**src/rtl/barrel_shift.sv**
```systemverilog
`default_nettype none
// ============================================================================
// Module      : barrel_shift
// Description : Registered rotate unit for the ALU datapath. Rotates an
//               N-bit operand right (ROR) or left (ROL) by 0..N-1 bits
//               through a log2(N)-stage combinational mux network. The
//               result is registered once, giving a latency of one clock.
// Ports       : clk       - system clock, rising-edge active
//               reset     - synchronous, active-high reset (clears y)
//               a         - operand to rotate            [WIDTH-1:0]
//               amt       - rotate distance, unsigned    [AMT_W-1:0]
//               direction - 0 = rotate right, 1 = rotate left
//               y         - registered rotate result     [WIDTH-1:0]
// Revision    : 1.0 - initial release
// ============================================================================
module barrel_shift #(
   parameter int WIDTH = 8,
   parameter int AMT_W = 3
) (
   input  logic             clk,
   input  logic             reset,
   input  logic [WIDTH-1:0] a,
   input  logic [AMT_W-1:0] amt,
   input  logic             direction,
   output logic [WIDTH-1:0] y
);

   localparam logic [AMT_W-1:0] c_one = AMT_W'(1);

   // The mux network only ever rotates right. A left rotate by k equals a
   // right rotate by (WIDTH-k) mod WIDTH, which is the two's-complement
   // negation of k in AMT_W bits (the modulo comes free from truncation).
   logic [AMT_W-1:0]         w_neg_amt;
   logic [AMT_W-1:0]         w_ror_amt;

   // w_stage[0] is the operand; w_stage[s+1] is the output of stage s.
   logic [AMT_W:0][WIDTH-1:0] w_stage;

   logic [WIDTH-1:0]         r_y;

   assign w_neg_amt  = (~amt) + c_one;
   assign w_ror_amt  = direction ? w_neg_amt : amt;
   assign w_stage[0] = a;

   // Stage s rotates right by 2^s when the matching amount bit is set:
   // the low c_shift bits wrap around to the top.
   genvar s;
   generate
      for (s = 0; s < AMT_W; s++) begin : g_stage
         localparam int c_shift = 1 << s;
         assign w_stage[s+1] = w_ror_amt[s]
                             ? {w_stage[s][c_shift-1:0], w_stage[s][WIDTH-1:c_shift]}
                             : w_stage[s];
      end
   endgenerate

   // Single output register; reset wins over the datapath.
   always_ff @(posedge clk) begin
      if (reset) begin
         r_y <= '0;
      end else begin
         r_y <= w_stage[AMT_W];
      end
   end

   assign y = r_y;

endmodule
`default_nettype wire

```
**config.mk**
```make
export PLATFORM = sky130hd
export DESIGN_NAME = barrel_shift
export DESIGN_NICKNAME = d
export VERILOG_FILES = /design/src/rtl/barrel_shift.sv
export SDC_FILE = /design/constraint.sdc
export NUM_CORES = 1
export LEC_CHECK = 0
export CAP_MARGIN = 20
export CELL_PAD_IN_SITES_DETAIL_PLACEMENT = 0
export CELL_PAD_IN_SITES_GLOBAL_PLACEMENT = 1
export CORE_ASPECT_RATIO = 1.25
export CORE_MARGIN = 2
export CORE_UTILIZATION = 26
export DETAILED_ROUTE_END_ITERATION = 16
export HOLD_SLACK_MARGIN = 0.03
export PLACE_DENSITY_LB_ADDON = 0.1
export SYNTH_ARGS = -nofsm -noshare
export SYNTH_HDL_FRONTEND = slang
export SYNTH_SLANG_ARGS = --single-unit
```
**constraint.sdc**
```tcl
create_clock -name clk -period 2.3 [get_ports clk]
set_input_delay 0.46 -clock clk [delete_from_list [all_inputs] [get_ports clk]]
set_output_delay 0.46 -clock clk [all_outputs]
set_load 0.01 [all_outputs]
```
### Yosys cells after proc, flatten, opt, wreduce, memory -nomap -nowiden

Cells that the tools add are included.

| word-level totals | value |
|---|---|
| bits in registers | 8 |
| logic and storage cells | 7 |
| output and inout bits | 8 |

| cells by class | value |
|---|---|
| bitwise operators | 1 |
| add/subtract/negate cells | 1 |
| mux-type cells | 4 |

Operators with widths:

| kind | count |
|---|---|
| two-way mux 8 bit | 3 |
| adder 3 x 1 -> 3 bit (second input constant) | 1 |
| two-way mux 3 bit | 1 |
| inverter 3 bit | 1 |

### Logic depth before layout (Yosys ltp)

| depth | value |
|---|---|
| depth after elaboration | 6 |
| depth in mapped cells | 8 |

### Worst setup path after synthesis

No wires, ideal clock.

| timing path | value |
|---|---|
| kind | input-to-reg |
| from | input amt[0] |
| to | register r_y[2] (netlist: y[2]) |
| arrival | 1.674 ns |
| stages | 8 |
| buffers on the path | 2 |
| required time | 2.170 ns |
| path slack | 0.497 ns |
| path through | buf_2 inv_1 ha_1 mux2i_2 buf_2 nand3_1 o21ai_0 o22ai_1 |

| between the ends | value |
|---|---|
| cells in the longest elaborated chain, start to end | 6 |

RTL lines:

| element | RTL line | text |
|---|---|---|
| start: declaration | 23 | `input logic [AMT_W-1:0] amt,` |
| inverter 3 bit | 41 | `assign w_neg_amt = (~amt) + c_one;` |
| adder 3 x 1 -> 3 bit | 41 |  |
| two-way mux 3 bit * | 42 | `assign w_ror_amt = direction ? w_neg_amt : amt;` |
| two-way mux 8 bit (2 in series) | 52 | `? {w_stage[s][c_shift-1:0], w_stage[s][WIDTH-1:c_shift]}` |
| two-way mux 8 bit * | 52 |  |
| end signal: assignment | 62 | `r_y <= w_stage[AMT_W];` |
| end: declaration | 39 | `logic [WIDTH-1:0] r_y;` |

Mark *: on every way between the ends. The rest lies on a longest branch, timed or not.
A chain may end at the register's enable or synchronous reset.

### Worst setup path in the final report

| timing path | value |
|---|---|
| from | input amt[0] |
| to | register r_y[4] (netlist: y[4]) |

The elaborated chain is that of the path after synthesis.

==> out/results.txt <==
The run finished with clean final reports. The synthesis-stage register bit count is 8. The worst-case hold slack came out at 1.02 ns.

The logs give 2 for the buffer depth of the longest clock path and 712 sq um for the cell area after placement. Leaving out fill and tap cells, the most frequent cell in the layout is clkdlybuf4s50_1. The region available for standard cell placement spans 1770 sq um. The run gives 2 as the length of the first detailed-routing pass in iterations. For the pin with the worst max-slew slack, the measured transition is 0.273 ns. Clock-pin slew was measured on the worst setup and hold paths at 0.05 ns.

After detailed routing, the number of vias per cell comes to 4.71. Measured on the finished design, the core utilization comes to 41.6%. The number of warnings issued by yosys is 0, and the design area is 734 sq um. TritonCTS built the clock tree. Setup repair after global routing left no endpoint under its margin. Based on the critical path, the design can be clocked at up to 0.550 GHz. The count of buffers inserted at the top-level ports is 21.

The capture point of the critical path is y[4]. For this configuration, the core starts out at a cell density of 27.3%. The floorplan step defined a die boundary enclosing 2220 sq um. The final critical delay including setup and external delays was 1.82 ns; the count of hold-fix buffers inserted at cts was 0. The tools report the sort of element at the start of the critical path as an input port. The number of clock buffers inserted by TritonCTS is 3.

Once detail routing completed, the nets flagged for antenna violations numbered 0. Of the available clock period, the critical path in the final layout requires 79.1%. The top cell types in the final layout, fill and taps aside, are 21 x clkdlybuf4s50_1, 16 x nand2_1, 9 x nand2b_1. The tools report the element type at the critical path end as a register.

The total of endpoints with negative setup slack in the final report was 0. The static leakage is 0.314 nW, and the average cell area after synthesis is 7.08 sq um. The total count of hold-check failures in the final report was 0. The mapped netlist covers 482 sq um. In the global route stage, overall resource usage came out at 11.0%.

The number of H-tree branching levels was 1; the clock sink count was 8. The worst setup path is of the input port to register kind. Measured along the x axis, the die boundary spans 42.5 microns.

The area growth from synthesis to layout is 52.5%. The sum of net half-perimeters after detailed placement is 873 microns. At the end of the flow, the number of nets in the layout was 107. The distinct cell type count after synthesis was 14; the share of post-route cells with drive strength above 1 was 6.67%. Number of pins exceeding their max-slew limit in the final report: 0. The first global-routing pass estimated 1750 microns of wire. In this run the core area contains 17 standard-cell rows.

Library cell used as clock root buffer: clkbuf_4. The cell count after synthesis came out at 68. In this run the tightest slew margin relative to its limit is 81.6%.

The global placement routability congestion came out at 0.792. In this run the vertical extent of the chip is 52.1 microns. Of the synthesized area, sequential elements account for 33.2%.

The tool flagged a number of max-cap violations equal to 0. Entering global routing, the biggest net connects 17 pins. The first routing iteration left 6 violations.

The number of nets handed over by synthesis was 83. In the final timing run, aggregate negative setup slack is 0 ns. The number of diodes added for antenna fixing is 0, and the number of cells upsized or downsized after cts is 0. The min-delay analysis places its worst path in the category input port to register.

The wire length reported by the detailed router is 1010 microns. Data arrives at the worst endpoint at 1.95 ns. Required arrival time at the worst endpoint: 2.43 ns.

Initial antenna violation count: 0. Post-CTS timing repair inserted 0 buffers for setup. For the total overflow reported by the global router, the log shows 0. 22 I/O pins were placed. Number of flip-flops under the largest register name: 8.

The maximum fanout encountered on the critical timing path was 16; the number of global-route vias before repair was 457. The maximum resistive drop on vdd is 144 uV. The power density relative to cell area is 566 nW/um^2, and the detail-routed net length per standard cell is 9.24 microns. In this run the worst setup path begins at amt[0]. The detailed router placed 513 vias in this run. The total DRC errors in the routed layout came out at 0.
## power breakdown
part,switching (W),total [W],internal (W)
Sequential,0.00000433,0.000163,0.000159
Combinational,0.0000648,0.000149,0.0000839
Clock,0.0000445,0.000104,0.0000595
Total,0.000114,0.000416,0.000302
## cell usage after synthesis
library cell	n	area (sq um)
nand2_1	16	60.1
nand2b_1	9	56.3
dfxtp_1	8	160
nand3_1	8	40.0
o21ai_0	8	40.0
o22ai_1	8	50.1
buf_2	3	15.0
inv_1	2	7.51
and2b_1	1	7.51
buf_1	1	3.75
ha_1	1	12.5
mux2i_2	1	13.8
or2_1	1	6.26
xnor2_1	1	8.76
## cell families (layout without fill, tap and decap cells)
family	count (synthesis)	count (layout)	synth area share, %
fa+ha+maj	1	1	2.60
simple gates	35	35	35.3
compound gates	16	16	18.7
xor+xnor	1	1	1.82
flops	8	8	33.2
mux	1	1	2.86
buf+inv	6	28	5.45
## final cells by class
cell class                      instances  area, sq um
Clock buffer                            3         22.5
Fill cell                             197         1030
Inverter                                2         7.51
Multi-Input combinational cell         54          295
Sequential cell                         8          160
Tap cell                               19         23.8
Timing Repair Buffer                   23          225
## worst max-delay path, cell delays in order
cell and delay [ns]:
clkdlybuf4s50_1 0.48, inv_1 0.05, ha_1 0.29, mux2i_2 0.14
buf_4 0.20, nand3_1 0.08, o21ai_0 0.12, o22ai_1 0.12
## how the worst min path moves through the flow
stage	start	to	slack [ns]	depth (start not counted)
5_1_grt	a[3]	y[6]	1.08	5
2_1_floorplan	y[0]	y[0]	0.76	0
4_1_cts	a[3]	y[6]	1.02	5
3_5_place_dp	y[0]	y[0]	1.20	1
3_3_place_gp	y[6]	y[6]	1.19	1
6_report	a[3]	y[6]	1.02	5
## per-stage QoR
step,cells,power (W),worst slack (ns)
after global routing,109,0.000447,0.325
after CTS,109,0.000422,0.467
after floorplan,68,0.000243,0.497
final,109,0.000416,0.481
after detailed placement,106,0.000316,0.200
after global placement,106,0.000316,0.210
## routing by layer
| metal | share of wire, % | global-route usage (%) | vias to the layer above |
|---|---|---|---|
| met5 | 0 | 0 | - |
| met2 | 48 | 20.0 | 20 |
| li1 | - | - | 282 |
| met1 | 42 | 10.6 | 206 |
| met4 | 3.6 | 9.38 | 0 |
| met3 | 6.9 | 2.08 | 5 |
Power figures use the tool's default switching activity.
